[src/rtl/cpu_pkg.sv]
// Types and defaults shared by the fetch stage and its neighbours in the pipeline.
package cpu_pkg;
  localparam int CPU_ADDR_W = 32;
  localparam int CPU_INSTR_W = 32;
  localparam logic [CPU_ADDR_W-1:0] CPU_RESET_PC = '0;
  localparam logic [CPU_ADDR_W-1:0] FETCH_STRIDE = 4;

  typedef struct packed {
    logic [CPU_ADDR_W-1:0]  pc;
    logic [CPU_INSTR_W-1:0] instr;
  } fetch_entry_t;
endpackage

[src/rtl/fetch_unit_if.sv]
// Fetch-stage bus: instruction-memory request/response plus the decode-side handshake.
interface fetch_unit_if #(
  parameter int ADDR_W  = 32,
  parameter int INSTR_W = 32
);
  // imem: a request transfers when imem_req && imem_gnt; imem_addr holds until then.
  // imem_rvalid returns one word per granted request, in order, at least a cycle later.
  // decode: an entry transfers when instr_valid && instr_ready on a rising clock edge.
  logic               imem_req;
  logic [ADDR_W-1:0]  imem_addr;
  logic               imem_gnt;
  logic               imem_rvalid;
  logic [INSTR_W-1:0] imem_rdata;
  logic               redirect;
  logic [ADDR_W-1:0]  redirect_pc;
  logic               instr_valid;
  logic               instr_ready;
  logic [INSTR_W-1:0] Instr;
  logic [ADDR_W-1:0]  pc_out;

  modport master (
    output imem_req, imem_addr, instr_valid, Instr, pc_out,
    input  imem_gnt, imem_rvalid, imem_rdata, redirect, redirect_pc, instr_ready
  );

  modport slave (
    input  imem_req, imem_addr, instr_valid, Instr, pc_out,
    output imem_gnt, imem_rvalid, imem_rdata, redirect, redirect_pc, instr_ready
  );
endinterface

[src/rtl/fetch_fifo.sv]
// Small circular buffer of fetched {pc, instr} entries; flush empties it and beats push.
module fetch_fifo
  import cpu_pkg::*;
#(
  parameter int  DEPTH = 2,
  localparam int PTR_W = $clog2(DEPTH),
  localparam int CNT_W = $clog2(DEPTH + 1)
) (
  input  logic             clk,
  input  logic             reset,
  input  logic             push,
  input  logic             pop,
  input  logic             flush,
  input  fetch_entry_t     din,
  output logic             full,
  output logic             empty,
  output logic [CNT_W-1:0] count,
  output fetch_entry_t     head
);
  fetch_entry_t     mem [DEPTH];
  logic [PTR_W-1:0] rd_ptr;
  logic [PTR_W-1:0] wr_ptr;
  logic             push_ok;
  logic             pop_ok;

  assign full    = (count == CNT_W'(DEPTH));
  assign empty   = (count == '0);
  assign push_ok = push && !full;
  assign pop_ok  = pop && !empty;
  assign head    = mem[rd_ptr];

  always_ff @(posedge clk) begin
    if (!reset || flush) begin
      rd_ptr <= '0;
      wr_ptr <= '0;
      count  <= '0;
    end else begin
      if (push_ok) wr_ptr <= wr_ptr + 1'b1;
      if (pop_ok)  rd_ptr <= rd_ptr + 1'b1;
      case ({push_ok, pop_ok})
        2'b10:   count <= count + 1'b1;
        2'b01:   count <= count - 1'b1;
        default: count <= count;
      endcase
    end
  end

  always_ff @(posedge clk) begin
    if (push_ok && !flush) mem[wr_ptr] <= din;
  end
endmodule

[src/rtl/fetch_unit.sv]
// Instruction fetch: owns the fetch PC, keeps one imem request in flight and queues words for decode.
module fetch_unit
  import cpu_pkg::*;
#(
  parameter int ADDR_W  = CPU_ADDR_W,
  parameter int INSTR_W = CPU_INSTR_W,
  parameter int DEPTH   = 2,
  parameter logic [ADDR_W-1:0] RESET_PC = CPU_RESET_PC
) (
  input logic         clk,
  input logic         reset,
  fetch_unit_if.master bus
);
  localparam int CNT_W = $clog2(DEPTH + 1);

  logic [ADDR_W-1:0]  fetch_pc;
  logic [ADDR_W-1:0]  inflight_pc;
  logic [INSTR_W-1:0] rdata;
  logic               outstanding;
  logic               drop;
  logic               grant;
  logic               resp;
  logic               push;
  logic               pop;
  logic               fifo_full;
  logic               fifo_empty;
  logic [CNT_W-1:0]   count;
  logic [CNT_W:0]     occupancy;
  fetch_entry_t       din;
  fetch_entry_t       head;

  // The word in flight already owns a FIFO slot, so a response always has room.
  assign occupancy    = {1'b0, count} + (CNT_W + 1)'(outstanding);
  assign bus.imem_req = reset && !outstanding && !fifo_full
                        && (occupancy < (CNT_W + 1)'(DEPTH));
  assign bus.imem_addr = fetch_pc;

  assign grant = bus.imem_req && bus.imem_gnt;
  assign resp  = bus.imem_rvalid && outstanding;
  assign rdata = bus.imem_rdata;
  assign push  = resp && !drop && !bus.redirect;
  assign pop   = bus.instr_valid && bus.instr_ready;
  assign din   = '{pc: inflight_pc, instr: rdata};

  always_ff @(posedge clk) begin
    if (!reset) begin
      fetch_pc    <= RESET_PC;
      inflight_pc <= '0;
      outstanding <= 1'b0;
      drop        <= 1'b0;
    end else begin
      if (grant) begin
        outstanding <= 1'b1;
        inflight_pc <= fetch_pc;
      end else if (resp) begin
        outstanding <= 1'b0;
      end

      if (bus.redirect)  fetch_pc <= bus.redirect_pc;
      else if (grant)    fetch_pc <= fetch_pc + FETCH_STRIDE;

      // A redirect poisons whatever response is still owed, including one granted this cycle.
      if (bus.redirect)  drop <= (outstanding && !resp) || grant;
      else if (resp)     drop <= 1'b0;
    end
  end

  fetch_fifo #(.DEPTH(DEPTH)) u_fifo (
    .clk   (clk),
    .reset (reset),
    .push  (push),
    .pop   (pop),
    .flush (bus.redirect),
    .din   (din),
    .full  (fifo_full),
    .empty (fifo_empty),
    .count (count),
    .head  (head)
  );

  assign bus.instr_valid = !fifo_empty;
  assign bus.Instr       = fifo_empty ? '0 : head.instr;
  assign bus.pc_out      = fifo_empty ? '0 : head.pc;
endmodule

[src/flat_wrapper.sv]
// flat-port wrapper written by rule: the top's interface ports become plain ports
module fetch_unit_flat import cpu_pkg::*;
#(
  parameter int ADDR_W  = CPU_ADDR_W,
  parameter int INSTR_W = CPU_INSTR_W,
  parameter int DEPTH   = 2,
  parameter logic [ADDR_W-1:0] RESET_PC = CPU_RESET_PC
)
  (clk, reset, bus_imem_req, bus_imem_addr, bus_instr_valid, bus_Instr, bus_pc_out, bus_imem_gnt, bus_imem_rvalid, bus_imem_rdata, bus_redirect, bus_redirect_pc, bus_instr_ready);
  fetch_unit_if #(.ADDR_W(ADDR_W), .INSTR_W(INSTR_W)) bus_i ();
  input logic clk;
  input logic reset;
  output wire logic [$bits(bus_i.imem_req)-1:0] bus_imem_req;
  output wire logic [$bits(bus_i.imem_addr)-1:0] bus_imem_addr;
  output wire logic [$bits(bus_i.instr_valid)-1:0] bus_instr_valid;
  output wire logic [$bits(bus_i.Instr)-1:0] bus_Instr;
  output wire logic [$bits(bus_i.pc_out)-1:0] bus_pc_out;
  input wire logic [$bits(bus_i.imem_gnt)-1:0] bus_imem_gnt;
  input wire logic [$bits(bus_i.imem_rvalid)-1:0] bus_imem_rvalid;
  input wire logic [$bits(bus_i.imem_rdata)-1:0] bus_imem_rdata;
  input wire logic [$bits(bus_i.redirect)-1:0] bus_redirect;
  input wire logic [$bits(bus_i.redirect_pc)-1:0] bus_redirect_pc;
  input wire logic [$bits(bus_i.instr_ready)-1:0] bus_instr_ready;
  assign bus_imem_req = bus_i.imem_req;
  assign bus_imem_addr = bus_i.imem_addr;
  assign bus_instr_valid = bus_i.instr_valid;
  assign bus_Instr = bus_i.Instr;
  assign bus_pc_out = bus_i.pc_out;
  assign bus_i.imem_gnt = bus_imem_gnt;
  assign bus_i.imem_rvalid = bus_imem_rvalid;
  assign bus_i.imem_rdata = bus_imem_rdata;
  assign bus_i.redirect = bus_redirect;
  assign bus_i.redirect_pc = bus_redirect_pc;
  assign bus_i.instr_ready = bus_instr_ready;
  fetch_unit #(.ADDR_W(ADDR_W), .INSTR_W(INSTR_W), .DEPTH(DEPTH), .RESET_PC(RESET_PC)) u_core (.clk(clk), .reset(reset), .bus(bus_i));
endmodule
[config.mk]
export PLATFORM = sky130hd
export DESIGN_NAME = fetch_unit_flat
export DESIGN_NICKNAME = d
export VERILOG_FILES = /design/src/rtl/cpu_pkg.sv /design/src/rtl/fetch_unit_if.sv /design/src/rtl/fetch_fifo.sv /design/src/rtl/fetch_unit.sv /design/src/flat_wrapper.sv
export SDC_FILE = /design/constraint.sdc
export NUM_CORES = 1
export LEC_CHECK = 0
export ABC_AREA = 1
export BUFFER_PORTS_ARGS = -buffer_cell sky130_fd_sc_hd__buf_2
export CAP_MARGIN = 20
export CORE_AREA = 4 4 223 116
export DETAILED_ROUTE_END_ITERATION = 10
export DIE_AREA = 0 0 227 120
export PLACE_DENSITY = 0.66
export SLEW_MARGIN = 15
export SYNTH_ARGS = -nofsm -noshare
export SYNTH_HDL_FRONTEND = slang
export SYNTH_SLANG_ARGS = --single-unit
[constraint.sdc]
create_clock -name clk -period 8.8 [get_ports clk]
set_clock_uncertainty 0.05 [all_clocks]
set_input_delay 1.32 -clock clk [delete_from_list [all_inputs] [get_ports clk]]
set_output_delay 1.32 -clock clk [all_outputs]
set_load 0.02 [all_outputs]
==> results of run 1 <==
[registers in the layout, summed over array words and instances, names as in the netlist, named ones only]
| signal | cells |
|---|---|
| u_core.u_fifo.mem | 128 |
| u_core.bus.imem_addr | 32 |
| u_core.inflight_pc | 32 |
| u_core.u_fifo.count | 2 |
| u_core.drop | 1 |
| u_core.outstanding | 1 |
| u_core.u_fifo.rd_ptr | 1 |
| u_core.u_fifo.wr_ptr | 1 |
[worst max-delay path: stages]
cell and delay [ns]:
buf_2 0.35, inv_4 0.29, nor3_4 0.26, buf_2 0.21
[power by group through the flow]
stage	Clock [mW]	Combinational [mW]	Sequential, mW
after floorplan	0	0.0569	1.06
after global placement	0	0.107	1.06
after detailed placement	0	0.109	1.06
after CTS	0.786	0.109	1.03
after global routing	0.833	0.121	1.04
final	0.770	0.108	1.03
[metal layers]
layer,GRT usage (%),share of wire [%]
met2,26.2,50
met1,20.3,45
met5,0,0
met4,4.76,1.8
met3,3.13,3.5
[layout make-up]
cell class / instances / area (sq um)
fill: 2349 / 13800
sequential: 199 / 5270
multi-input combinational: 572 / 2610
timing repair buffer: 172 / 886
clock buffer: 19 / 454
tap: 315 / 394
inverter: 57 / 216
clock inverter: 13 / 130
[cell usage after synthesis, drive strengths merged]
| cell | count |
|---|---|
| xor2 | 6 |
| a21oi | 124 |
| o21ai | 36 |
| o21bai | 1 |
| nor2 | 51 |
| nand2 | 293 |
| edfxtp | 128 |
| nor3b | 1 |
| dfxtp | 71 |
| a211oi | 2 |
| xnor2 | 5 |
| or2 | 2 |
| inv | 57 |
| and2 | 2 |
| nand3 | 35 |
| o21a | 2 |
| clkbuf | 25 |
| nor3 | 1 |
| buf | 17 |
| nand4 | 3 |
| a31oi | 6 |
| ha | 2 |
[worst min-delay path by stage]
stage,startpoint,endpoint,cells past startpoint
6_report,u_core.inflight_pc[28]$_SDFFE_PN0P_,u_core.u_fifo.mem[1][60]$_DFFE_PP_,0
5_1_grt,u_core.inflight_pc[28]$_SDFFE_PN0P_,u_core.u_fifo.mem[0][60]$_DFFE_PP_,0
4_1_cts,u_core.inflight_pc[28]$_SDFFE_PN0P_,u_core.u_fifo.mem[0][60]$_DFFE_PP_,0
3_5_place_dp,u_core.inflight_pc[28]$_SDFFE_PN0P_,u_core.u_fifo.mem[1][60]$_DFFE_PP_,0
3_3_place_gp,u_core.inflight_pc[24]$_SDFFE_PN0P_,u_core.u_fifo.mem[0][56]$_DFFE_PP_,0
2_1_floorplan,u_core.inflight_pc[13]$_SDFFE_PN0P_,u_core.u_fifo.mem[0][45]$_DFFE_PP_,0
[stage by stage]
step | total power, mW | util [%]
final | 1.91 | 41.9
after global routing | 1.99 | 41.9
after CTS | 1.93 | 41.9
after detailed placement | 1.16 | 39.4
after global placement | 1.16 | 39.3
after floorplan | 1.11 | -
[logic make-up (layout without fill, tap and decap cells)]
logic type | count (synthesis) | after routing | synth area share, %
AOI/OAI and AO/OA | 171 | 171 | 10.6
xor gates and xnor gates | 11 | 11 | 1.16
adders and majority gates | 2 | 2 | 0.302
buffers and inverters | 99 | 261 | 5.17
DFF | 199 | 199 | 63.6
and+or+nand+nor | 388 | 388 | 19.2
==> flow_summary.ini, run 1 <==
[outcome]
status = complete, no violations

[cts]
clock_sinks = 199
cts_hold_buf = 0
clockRootBuffer = clkbuf_16
htree_levels = 4
cts_tree = yes
cts_resized = 0
clk_pin_slew_ns = 0.08
post_cts_buffers = 0
numCtsBuffers = 17
clk_latency_ns = 0.43
cts_buffer_depth = 2

[synth]
yosys-top-cells-area = edfxtp_1, dfxtp_1, nand2_1
yosysWarnings = 0
synth_cell_types = 35
ys_seq_area_share_pct = 63.6
avgSynthCellArea_sq_um = 9.52
yosys.area.top_type = edfxtp_1
synth_fp_nets = 942
syn_inst = 870
netlist.area_leader.share_pct = 46.4
netlist_area_sq_mm = 0.00828
ys_ff_latch = 199

[setup_path]
cp.required_ns = 7.43
crit_path_start_kind = input port
startpoint = reset
reg2regPathDepth = 5
end_kind = primary output
r2r_start = u_core.u_fifo.count[0]$_SDFFE_PP0P_
r2r_end = u_core.u_fifo.mem[1][46]$_DFFE_PP_
worstSetupPathType = input port to primary output
reg2reg_setup_slack_ns = 6.11
critical_path.endpoint = bus_imem_req
worst_ep_arrival_time_ns = 2.45
worst-path-max-fanout = 44

[sta]
setup_viol = 0
tightestPinTransition_ns = 0.879
final_hold_viol_count = 0
hold_slack_ns = 0.406
rsz0062_at_grt = no
fin_crit_sh_pct = 43.4
period_needed_ns = 3.82
fmax_mhz = 262
slew_headroom_pct = 41.4
slew_viol_final = 0
fin_ws_ns = 4.98
finalSetupTns_ns = 0

[grt]
grt_max_degree = 66
gr-total-overflow = 0
grt_antenna_before_repair = 0
first_global_vias = 6082
track_usage_pct = 15.5
grt_pass1_wl_microns = 32900

[floorplanning]
die_area_sq_mm = 0.0272
die_y_microns = 120
fp.dieW_microns = 227
start_util_pct = 34.8
core.rowCount = 40
core_sq_mm = 0.0238
io_pins = 168

[placed_design]
dp_hpwl_microns = 14700
placed_cell_area_sq_mm = 0.00937
dpl.cell_count = 1315
dp_slack_ns = 4.57
portBuffers = 167
place_congestion = 0.897

[power]
power.switching_mw = 0.469
p_leak_nw = 4.04
power.share.sequential_pct = 54.1
p_int_mw = 1.44
p_clk_share_pct = 40.2
p_comb_share_pct = 5.7
powerDensity_mw_per_mm2 = 192
vdd_drop_max_uv = 132
swShare_pct = 24.5

[finish]
mostFrequentLayoutCell = nand2_1
antenna-diode-count = 0
fin_area_sq_mm = 0.00996
stdcell_count = 1347
drive_gt1_share_pct = 21.7
final_cell_mix = nand2_1, buf_2, edfxtp_1, a21oi_1, dfxtp_1
nNetsFinal = 1091
syn2layout_area_growth_pct = 20.2

[route]
via_per_inst = 4.73
drt-initial-drc-count = 561
vias = 6371
wl_per_cell_microns = 15.8
ant_nets = 0
wl_microns = 21300
drc = 0
first_pass_iters = 5

[job]
cap_violations = 0

[worst_hold_path]
hold_class = flop to flop
Power figures use the tool's default switching activity.
==> run 2, diff against run 1 <==
==> constraint.sdc (replaced) <==
create_clock -name clk -period 3.6 [get_ports clk]
set_clock_uncertainty 0.05 [all_clocks]
set_input_delay 0.54 -clock clk [delete_from_list [all_inputs] [get_ports clk]]
set_output_delay 0.54 -clock clk [all_outputs]
set_load 0.02 [all_outputs]
==> flow_summary.ini, run 2 (synthesis gave the netlist of run 1 again) <==
[finish]
nNetsFinal = 1096
largest_reg_flops = 128
top_register = u_core.u_fifo.mem
register_area_sq_mm = 0.00527
fin_area_sq_mm = 0.0100
multi_input_area_sq_mm = 0.00261
syn2layout_area_growth_pct = 21.2
final_cell_mix = nand2_1, buf_2, edfxtp_1, a21oi_1, dfxtp_1
drive_gt1_share_pct = 22.2
antenna-diode-count = 0
mostFrequentLayoutCell = nand2_1
nFillCells = 2294

[job]
cap_violations = 0

[sta]
slew_headroom_pct = 34.1
rsz0062_at_grt = no
final_hold_viol_count = 0
period_needed_ns = 2.83
fin_ws_ns = 0.771
finalSetupTns_ns = 0
slew_viol_final = 0
tightestPinTransition_ns = 0.988
setup_viol = 0
fmax_mhz = 353
fin_crit_sh_pct = 78.6

[grt]
grt_max_degree = 65
grt_pass1_wl_microns = 34000
track_usage_pct = 15.9
first_global_vias = 6277
gr-total-overflow = 0
grt_antenna_before_repair = 0

[route]
via_per_inst = 4.83
ant_nets = 0
wl_per_cell_microns = 16.1
first_pass_iters = 5
vias = 6528
wl_microns = 21800
drt-initial-drc-count = 537
drc = 0

[floorplanning]
start_util_pct = 34.8
fp.dieW_microns = 227
io_pins = 168
die_area_sq_mm = 0.0272
core_sq_mm = 0.0238
core.rowCount = 40
die_y_microns = 120

[cts]
cts_resized = 0
htree_levels = 4
clockRootBuffer = clkbuf_16
clock_sinks = 199
clk_pin_slew_ns = 0.08
cts_hold_buf = 0
cts_buffer_depth = 2
numCtsBuffers = 17
cts_tree = yes
post_cts_buffers = 0
clk_latency_ns = 0.43

[setup_path]
worstSetupPathType = flop to primary output
end_kind = primary output
crit_path_start_kind = flop
worst_ep_arrival_time_ns = 2.24
worst-path-max-fanout = 54
cp.required_ns = 3.01

[placed_design]
portBuffers = 167
place_congestion = 0.880
dp_slack_ns = 0.936
dp_hpwl_microns = 15100
placed_cell_area_sq_mm = 0.00941

[outcome]
status = complete, no violations

[power]
p_leak_nw = 4.07
vdd_drop_max_uv = 339
powerDensity_mw_per_mm2 = 471

[worst_hold_path]
hold_class = input port to flop
## run 2: power breakdown
| part | leakage, nW | switching [mW] | total (mW) | internal (mW) |
|---|---|---|---|---|
| Clock | 0.297 | 0.976 | 1.93 | 0.955 |
| Combinational | 1.95 | 0.176 | 0.269 | 0.0935 |
| Sequential | 1.82 | 0.0598 | 2.53 | 2.47 |
| Total | 4.07 | 1.21 | 4.73 | 3.52 |
## run 2: critical path, cell delays in order, from the launching register on
cell	delay (ns)
dfxtp_2	0.32
inv_2	0.70
buf_4	0.33
nand2_1	0.06
a21oi_1	0.16
buf_2	0.19
## run 2: layout make-up
| type | count | share of cell area [%] |
|---|---|---|
| clock inverter | 15 | 1.97 |
| clock buffer | 17 | 4.24 |
| timing repair buffer | 177 | 9.20 |
| multi-input combinational | 572 | 26.0 |
| sequential | 199 | 52.5 |
| inverter | 57 | 2.16 |
| tap | 315 | 3.93 |
## run 2: stage by stage
step                total power [mW]  instances  hold WS (ns)  util [%]
floorplan                       2.73        870         0.370         -
global placement                2.84       1320         0.386      39.6
detailed placement              2.85       1320         0.389      39.6
CTS                             4.78       1352         0.220      42.2
global route                    4.92       1352         0.220      42.2
finish                          4.73       1352         0.240      42.2
## run 2: routing by layer
layer | track usage (%) | vias up | share of wire, %
li1 | - | 3228 | -
met5 | 0 | - | 0
met1 | 20.7 | 3120 | 44
met4 | 4.95 | 0 | 1.7
met2 | 27.0 | 155 | 50
met3 | 2.98 | 25 | 3.9
## run 2: path summary, 6_finish.rpt
path                                             end  slack [ns]  depth (start not counted)                           startpoint
setup reg to reg  u_core.u_fifo.mem[1][19]$_DFFE_PP_        1.48                          5  u_core.u_fifo.count[0]$_SDFFE_PP0P_
setup / recovery                       bus_Instr[24]        0.77                          5                                 flop
hold / removal    u_core.u_fifo.mem[1][31]$_DFFE_PP_        0.24                          1                   bus_imem_rdata[31]
hold reg to reg   u_core.u_fifo.mem[1][60]$_DFFE_PP_        0.41                          0  u_core.inflight_pc[28]$_SDFFE_PN0P_
